==> config.mk <==
export PLATFORM = sky130hd
export DESIGN_NAME = collision_score
export DESIGN_NICKNAME = d
export VERILOG_FILES = /design/src/rtl/collision_score.sv
export SDC_FILE = /design/constraint.sdc
export NUM_CORES = 1
export LEC_CHECK = 0
export ABC_AREA = 0
export CAP_MARGIN = 10
export CELL_PAD_IN_SITES_DETAIL_PLACEMENT = 1
export CELL_PAD_IN_SITES_GLOBAL_PLACEMENT = 2
export CORE_ASPECT_RATIO = 0.9
export CORE_UTILIZATION = 25
export DETAILED_ROUTE_END_ITERATION = 12
export GPL_TIMING_DRIVEN = 0
export PLACE_DENSITY = 0.81
export SLEW_MARGIN = 10
export SYNTH_ARGS = -nofsm -noshare
export SYNTH_HDL_FRONTEND = slang
export SYNTH_SLANG_ARGS = --single-unit
==> constraint.sdc <==
create_clock -name clk -period 5.28 [get_ports clk]
set_input_delay 0.528 -clock clk [delete_from_list [all_inputs] [get_ports clk]]
set_output_delay 0.528 -clock clk [all_outputs]
set_load 0.03 [all_outputs]
==> src/rtl/collision_score.sv <==
// Bird/tube/ground collision detection with a sticky lose flag and a saturating two-digit BCD score.
// Geometry is evaluated only on unpaused frame ticks while playing; restart and rst return to a fresh game.
module collision_score #(
    parameter logic [9:0] BIRD_X  = 10'd150,
    parameter logic [9:0] BIRD_W  = 10'd20,
    parameter logic [9:0] BIRD_H  = 10'd20,
    parameter logic [9:0] TUBE_W  = 10'd60,
    parameter logic [9:0] GAP_Y1  = 10'd120,
    parameter logic [9:0] GAP_Y2  = 10'd200,
    parameter logic [9:0] GAP_Y3  = 10'd80,
    parameter logic [9:0] GAP_H   = 10'd120,
    parameter logic [9:0] FLOOR_Y = 10'd460
) (
    input  logic       clk,
    input  logic       rst,
    input  logic       tick,
    input  logic       pausa,
    input  logic       restart,
    input  logic [9:0] posX_tube1,
    input  logic [9:0] posX_tube2,
    input  logic [9:0] posX_tube3,
    input  logic [9:0] pos_y_bird,
    output logic       loose,
    output logic [7:0] score,
    output logic       score_pulse
);

    typedef enum logic {
        PLAY = 1'b0,
        HIT  = 1'b1
    } state_t;

    localparam logic [10:0] BIRD_L = {1'b0, BIRD_X};
    localparam logic [10:0] BIRD_R = {1'b0, BIRD_X} + {1'b0, BIRD_W};

    state_t      r_state;
    state_t      w_state_next;
    logic [2:0]  r_passed;
    logic [7:0]  r_score;
    logic        r_score_pulse;

    logic [9:0]  w_pos_x [3];
    logic [10:0] w_bird_bot;
    logic [2:0]  w_tube_hit;
    logic [2:0]  w_set;
    logic [2:0]  w_clr;
    logic [2:0]  w_new_pass;
    logic        w_ground_hit;
    logic        w_hit;
    logic        w_eval;
    logic [1:0]  w_pass_cnt;
    logic [4:0]  w_units_sum;
    logic        w_carry;
    logic [3:0]  w_units_adj;
    logic [4:0]  w_tens_sum;
    logic [7:0]  w_score_inc;

    assign w_pos_x[0] = posX_tube1;
    assign w_pos_x[1] = posX_tube2;
    assign w_pos_x[2] = posX_tube3;

    // All edge sums are 11 bits wide so a tube near column 1023 never wraps.
    assign w_bird_bot = {1'b0, pos_y_bird} + {1'b0, BIRD_H};

    genvar gi;
    generate
        for (gi = 0; gi < 3; gi++) begin : g_tube
            localparam logic [9:0] GY = (gi == 0) ? GAP_Y1 : (gi == 1) ? GAP_Y2 : GAP_Y3;
            localparam logic [10:0] GAP_BOT = {1'b0, GY} + {1'b0, GAP_H};
            logic [10:0] w_tube_r;
            logic        w_overlap;

            assign w_tube_r  = {1'b0, w_pos_x[gi]} + {1'b0, TUBE_W};
            assign w_overlap = ({1'b0, w_pos_x[gi]} < BIRD_R) && (w_tube_r > BIRD_L);
            assign w_tube_hit[gi] = w_overlap && ((pos_y_bird < GY) || (w_bird_bot > GAP_BOT));
            assign w_set[gi] = (w_tube_r <= BIRD_L);
            assign w_clr[gi] = ({1'b0, w_pos_x[gi]} >= BIRD_R);
        end
    endgenerate

    assign w_ground_hit = (w_bird_bot > {1'b0, FLOOR_Y});
    assign w_hit        = (|w_tube_hit) || w_ground_hit;
    assign w_eval       = tick && !pausa && (r_state == PLAY) && !restart;
    assign w_new_pass   = w_set & ~r_passed;
    assign w_pass_cnt   = {1'b0, w_new_pass[0]} + {1'b0, w_new_pass[1]} + {1'b0, w_new_pass[2]};

    // Digit-wise BCD add of 0..3; a tens overflow means the true sum exceeded 99.
    assign w_units_sum = {1'b0, r_score[3:0]} + {3'b000, w_pass_cnt};
    assign w_carry     = (w_units_sum > 5'd9);
    assign w_units_adj = w_carry ? (w_units_sum[3:0] - 4'd10) : w_units_sum[3:0];
    assign w_tens_sum  = {1'b0, r_score[7:4]} + {4'b0000, w_carry};
    assign w_score_inc = (w_tens_sum > 5'd9) ? 8'h99 : {w_tens_sum[3:0], w_units_adj};

    always_comb begin
        w_state_next = r_state;
        if (restart) begin
            w_state_next = PLAY;
        end else if (w_eval && w_hit) begin
            w_state_next = HIT;
        end
    end

    always_ff @(posedge clk) begin
        if (rst) begin
            r_state <= PLAY;
        end else begin
            r_state <= w_state_next;
        end
    end

    // Passed flags track tubes even on a colliding tick; restart reloads them silently.
    always_ff @(posedge clk) begin
        if (rst) begin
            r_passed <= 3'b000;
        end else if (restart) begin
            r_passed <= w_set;
        end else if (w_eval) begin
            r_passed <= w_set | (r_passed & ~w_clr);
        end
    end

    always_ff @(posedge clk) begin
        if (rst || restart) begin
            r_score       <= 8'h00;
            r_score_pulse <= 1'b0;
        end else if (w_eval && !w_hit) begin
            r_score       <= w_score_inc;
            r_score_pulse <= (w_score_inc != r_score);
        end else begin
            r_score_pulse <= 1'b0;
        end
    end

    assign loose       = (r_state == HIT);
    assign score       = r_score;
    assign score_pulse = r_score_pulse;

endmodule

# After elaboration in Yosys (flattened, before gate mapping)
# Cells that the tools add are included.
# op_classes
add_sub_neg,9
n_lt_le_gt_ge,21
n_eq_ne,1
n_mux,4
bitwise_logic,7
reduce_logical,23
# op_table
operator,count
"> comparator 11 x 8 -> 1 bit, second input constant",5
"< comparator 10 x 8 -> 1 bit, second input constant",4
"adder 10 x 6 -> 11 bit, second input constant",3
"<= comparator 11 x 8 -> 1 bit, second input constant",3
"greater-or-equal comparator 10 x 8 -> 1 bit, second input constant",3
"> comparator 11 x 9 -> 1 bit, second input constant",2
"< comparator 10 x 7 -> 1 bit, second input constant",2
"adder 10 x 5 -> 11 bit, second input constant",1
logical AND 1 bit,11
"> comparator 5 x 4 -> 1 bit, second input constant",2
two-way mux 8 bit,1
!= test 8 bit,1
bitwise AND 3 bit,2
two-way mux 3 bit,2
inverter 3 bit,2
adder 4 x 1 -> 5 bit,1
adder 4 x 2 -> 5 bit,1
logical OR 1 bit,5
two-way mux 4 bit,1
OR reduction 2 bit,2
"subtractor 4 bit, second input constant",1
logical NOT 1 bit,3
OR 3 bit,1
OR reduction 3 bit,1
4 further kinds,5
# totals
regBits,13
in_bits,45
output_inout_bits,10
word_cells,69

# Longest topological paths before layout
# depth
depth_word,11
ltp_mapped,24

# Least setup slack after synthesis
# No wires, ideal clock.
# synth_timing
path_type,input port to flip-flop
from,in posX_tube1[2]
to,"reg r_score_pulse, in the netlist score_pulse"
setup_ns,0.123
arrival_ns,4.945
required_time_ns,5.157
slack_ns,0.212
cell_stages,22
n_path_buf,0
path_cell_list,inv_1 > ha_1 > and4b_1 > a311oi_1 > o221ai_1 > or2_2 > fa_1 > inv_1 > ha_1 > fa_1 > inv_1 > a21oi_1 > o32ai_1 > a21oi_1 > ha_1 > ha_1 > nand3b_1 > a21oi_1 > a21oi_1 > a211oi_1 > xor2_1 > a31oi_1
# synth_via
elab_chain_cells,11
# synth_lines
item,line,rtl
from (decl),19,"input logic [9:0] posX_tube1,"
adder 10 x 6 -> 11 bit,73,"assign w_tube_r = {1'b0, w_pos_x[gi]} + {1'b0, TUBE_W};"
<= comparator 11 x 8 -> 1 bit,76,assign w_set[gi] = (w_tube_r <= BIRD_L);
bitwise AND 3 bit,84,assign w_new_pass = w_set & ~r_passed;
adder 1 x 1 -> 2 bit,85,"assign w_pass_cnt = {1'b0, w_new_pass[0]} + {1'b0, w_new_pass[1]} + {1'b0, w_new_pass[2]};"
adder 2 x 1 -> 2 bit,85,
adder 4 x 2 -> 5 bit,88,"assign w_units_sum = {1'b0, r_score[3:0]} + {3'b000, w_pass_cnt};"
> comparator 5 x 4 -> 1 bit,89,assign w_carry = (w_units_sum > 5'd9);
adder 4 x 1 -> 5 bit,91,"assign w_tens_sum = {1'b0, r_score[7:4]} + {4'b0000, w_carry};"
> comparator 5 x 4 -> 1 bit,92,"assign w_score_inc = (w_tens_sum > 5'd9) ? 8'h99 : {w_tens_sum[3:0], w_units_adj};"
two-way mux 8 bit,92,
!= test 8 bit,128,r_score_pulse <= (w_score_inc != r_score);
to (signal assigned),128,
to (decl),40,logic r_score_pulse;
# Several ways; a longest one is shown, not always the timed one.
# A chain may end at the register's enable or synchronous reset.

# Worst setup path in the final report
# layout_timing
from,in posX_tube3[2]
to,"reg r_score_pulse, in the netlist score_pulse"
# layout_via
elab_chain_cells,10
# layout_lines
item,line,rtl
from (decl),21,"input logic [9:0] posX_tube3,"
adder 10 x 6 -> 11 bit,73,
<= comparator 11 x 8 -> 1 bit / > comparator 11 x 8 -> 1 bit (equally long branches),"76, 74",
bitwise AND 3 bit / logical AND 1 bit (equally long branches),"84, 74",
adder 2 x 1 -> 2 bit / logical AND 1 bit (equally long branches),"85, 75",
adder 4 x 2 -> 5 bit / OR reduction 3 bit (equally long branches),"88, 82",
> comparator 5 x 4 -> 1 bit / logical OR 1 bit (equally long branches),"89, 82",
adder 4 x 1 -> 5 bit / logical NOT 1 bit (equally long branches),"91, 126",
> comparator 5 x 4 -> 1 bit / logical AND 1 bit (equally long branches),"92, 126",
two-way mux 8 bit / inverter 1 bit (equally long branches),n/a,
!= test 8 bit / OR reduction 2 bit (equally long branches),n/a,
# Several ways; a longest one is shown, not always the timed one.

==> impl_metrics.py <==
metrics = {
    "yosys": {
        "synthArstFlopShare": 0,
        "yosysUniqueCellTypes": 72,
        "syn_avg_cell_area_um2": 7.18,
        "seq_area_frac_synth": 0.114,
        "syn_area_um2": 2290,
        "synthXorXnorAreaFrac": 0.0191,
        "synth_fa_ha_area_frac": 0.105,
        "synth_nets": 382,
        "ys_ff_latch": 13,
        "synthMuxAreaShare": 0.0268,
        "synth_top_cells_by_area": "dfxtp_1 11%, ha_1 8.7%, nor2_1 5.6%",
        "synthSimpleGateAreaFrac": 0.328,
        "synth_top_family_by_area": "compound AO/OA/AOI/OAI gates",
        "ys.flop_type": "dfxtp_1",
        "synth_edf_count": 0,
        "yosysTopAreaCellShare": 0.114,
        "synth_compound_area_frac": 0.338,
        "yosysTopAreaCell": "dfxtp_1",
        "synthCells": 319,
        "ys_warn_count": 0,
    },
    "power": {
        "leakage_nw": 1.21,
        "irDropWorstVdd_uv": 85.8,
        "power_density_nw_per_um2": 113,
    },
    "routing": {
        "vias_per_cell": 5.36,
        "drt-pass1-iter-count": 4,
        "drt-total-wl_mm": 7.76,
        "detail-route-antenna-nets": 0,
        "wl_per_cell_um": 15.4,
        "drc": 0,
        "drtIter0Drc": 122,
        "vias": 2699,
    },
    "status": {
        "status": "finished, final reports clean",
    },
    "worst_setup_path": {
        "worstSetupPathType": "input pin to register",
        "endpoint_kind": "register",
        "cp.required_ns": 5.41,
        "crit_slowest_cell": "fa_2",
        "crit_chain": "buf_2, inv_2, ha_2, mux2_2, mux2i_1, o211ai_1, nor3_2, nand2b_1, fa_1, inv_1, ha_2, fa_2, inv_2, a21oi_2, o32ai_2, a21oi_2, ha_2, ha_1, nand3b_1, a21oi_2, a21oi_4, a211oi_2, xor2_1, a31oi_1",
        "worstPathArrival_ns": 5.16,
        "slowest_delay_ns": 0.56,
        "critPathMaxFanout": 6,
        "critPathLaunchType": "input pin",
    },
    "clocking": {
        "cts-htree-levels": 1,
        "root_buffer": "clkbuf_8",
        "clk_path_buf_depth": 2,
        "ctsHoldBuffers": 0,
        "insertion_delay_ns": 0.24,
        "path_clk_slew_ns": 0.06,
        "cts_num_sinks": 13,
        "cts_made_buffers": 3,
        "cts_tree": "done",
    },
    "grt": {
        "track_usage": 0.161,
        "grt_overflow_total": 0,
        "grt_max_degree": 11,
        "first_global_vias": 2558,
        "antenna_found_initial": 0,
        "grt_first_pass_wirelength_mm": 12.6,
    },
    "placed_design": {
        "pre_cts_slack_ns": -1.11,
        "port_buffers": 52,
        "placedCellCount": 490,
        "placed_cell_area_um2": 2960,
        "hpwl_mm": 5.93,
        "gp_congestion": 0.872,
    },
    "sta": {
        "worst_pin_slew_ns": 0.723,
        "setup_viol": 0,
        "fin_crit_sh": 0.954,
        "worst_clock_skew_ns": 0.00301,
        "holdWs_ns": 0.474,
        "maxSlewViolCount": 0,
        "fin_crit_ns": 5.04,
        "fmax_mhz": 198,
        "setup_slack_ns": 0.241,
        "slew_headroom": 0.518,
        "hold_viol_final": 0,
    },
    "floorplan": {
        "core_um2": 8730,
        "fp-row-count": 32,
        "start_util": 0.262,
        "io_pins": 55,
        "fp.dieW_um": 103,
        "die-area_um2": 9550,
        "die_h_um": 92.8,
    },
    "layout": {
        "design_area_um2": 3150,
        "nets": 449,
        "filler_cell_count": 1116,
        "area_growth_pct": 37.3,
        "drive_gt1_frac": 0.166,
        "diodes": 0,
        "post_layout_nonfiller_instances": 504,
        "final_util": 0.360,
    },
    "worst_hold_path": {
        "hp-class": "register to register",
    },
    "run": {
        "drv_cap": 0,
    },
}
per-layer routing:
layer / part of all wire / GRT usage / up-vias
met3: 0.053 / 0.0264 / 4
li1: - / - / 1335
met1: 0.49 / 0.237 / 1290
met4: 0.0032 / 0.0164 / 0
met2: 0.45 / 0.250 / 70
met5: 0 / 0 / -
worst max-delay path, delay by kind of cell:
kind / cells / cell delay, ns
simple gates: 3 / 0.48
compound gates: 8 / 1.23
mux: 2 / 0.48
xor+xnor: 1 / 0.21
buf+inv: 4 / 0.34
fa+ha+maj: 6 / 1.90
flip-flops by register name (all words and copies together) (netlist names):
register     count
r_passed         3
loose            1
score            8
score_pulse      1
cell usage after synthesis, types with 6 or more instances:
cell type	instances
nand2_1	24
dfxtp_1	13
ha_1	16
buf_2	6
inv_1	25
nand4_1	8
nand2b_1	13
a21oi_1	20
nand3_1	8
nor3_1	6
o21ai_0	18
nor2_1	34
power breakdown:
part	internal [W]	switching [W]	total [W]
sequential	0.0000994	0.00000106	0.000100
clock	0.0000534	0.0000404	0.0000938
combinational	0.0000750	0.0000852	0.000160
total	0.000228	0.000127	0.000354
logic make-up (layout without fill, tap and decap cells):
| logic type | after synthesis | count (layout) |
|---|---|---|
| flops | 13 | 13 |
| fa+ha+maj | 18 | 18 |
| mux | 6 | 6 |
| compound gates | 103 | 103 |
| buf+inv | 38 | 104 |
| simple gates | 136 | 136 |
| xor+xnor | 5 | 5 |
layout by cell type (no fill, tap or decap), drive strengths merged, types with 3 or more instances in the layout:
master | Yosys | routed
a211o | 4 | 4
a211oi | 8 | 8
a21o | 4 | 4
a21oi | 21 | 21
a31oi | 5 | 5
and2 | 3 | 3
and3 | 3 | 3
buf | 9 | 22
clkbuf | 4 | 8
clkdlybuf4s50 | 0 | 42
dfxtp | 13 | 13
dlygate4sd2 | 0 | 3
dlymetal6s2s | 0 | 3
ha | 16 | 16
inv | 25 | 25
mux2i | 5 | 5
nand2 | 25 | 25
nand2b | 13 | 13
nand3 | 8 | 8
nand3b | 4 | 4
nand4 | 8 | 8
nand4b | 3 | 3
nor2 | 34 | 34
nor2b | 4 | 4
nor3 | 6 | 6
nor4 | 4 | 4
nor4b | 3 | 3
o211ai | 5 | 5
o21ai | 18 | 18
o311ai | 3 | 3
o31ai | 5 | 5
or2 | 5 | 5
or3 | 3 | 3
or4 | 3 | 3
xor2 | 3 | 3
per-stage QoR:
stage | TNS [ns] | power [W]
after floorplan | 0 | 0.000187
after global placement | -5.96 | 0.000255
after detailed placement | -6.59 | 0.000257
after CTS | 0 | 0.000356
after global routing | -0.0215 | 0.000377
final | 0 | 0.000354
path summary, 6_finish.rpt:
kind                              start                      to  depth (start not counted)  slack, ns
hold / removal       loose$_SDFFE_PP0P_      loose$_SDFFE_PP0P_                          2       0.47
hold reg to reg      loose$_SDFFE_PP0P_      loose$_SDFFE_PP0P_                          2       0.47
setup / recovery          posX_tube3[2]  score_pulse$_SDFF_PP0_                         24       0.24
setup reg to reg  score[0]$_SDFFE_PP0P_  score_pulse$_SDFF_PP0_                         17       1.26
cell type report:
type                    count  area (µm²)  share of cell area
flip-flops and latches     13         260              0.0827
plain buffers              13        68.8              0.0219
repair buffers             62         586               0.186
inverters                  25        93.8              0.0298
well taps                 119         149              0.0473
multi-input cells         268        1940               0.618
clock buffers               4        45.0              0.0143
what timing repair did:
item	CTS	global route
pin swaps	8	7
setup buffers	7	3
resized for setup	30	18
endpoints found under the setup margin	9	6
Power figures use the tool's default switching activity.
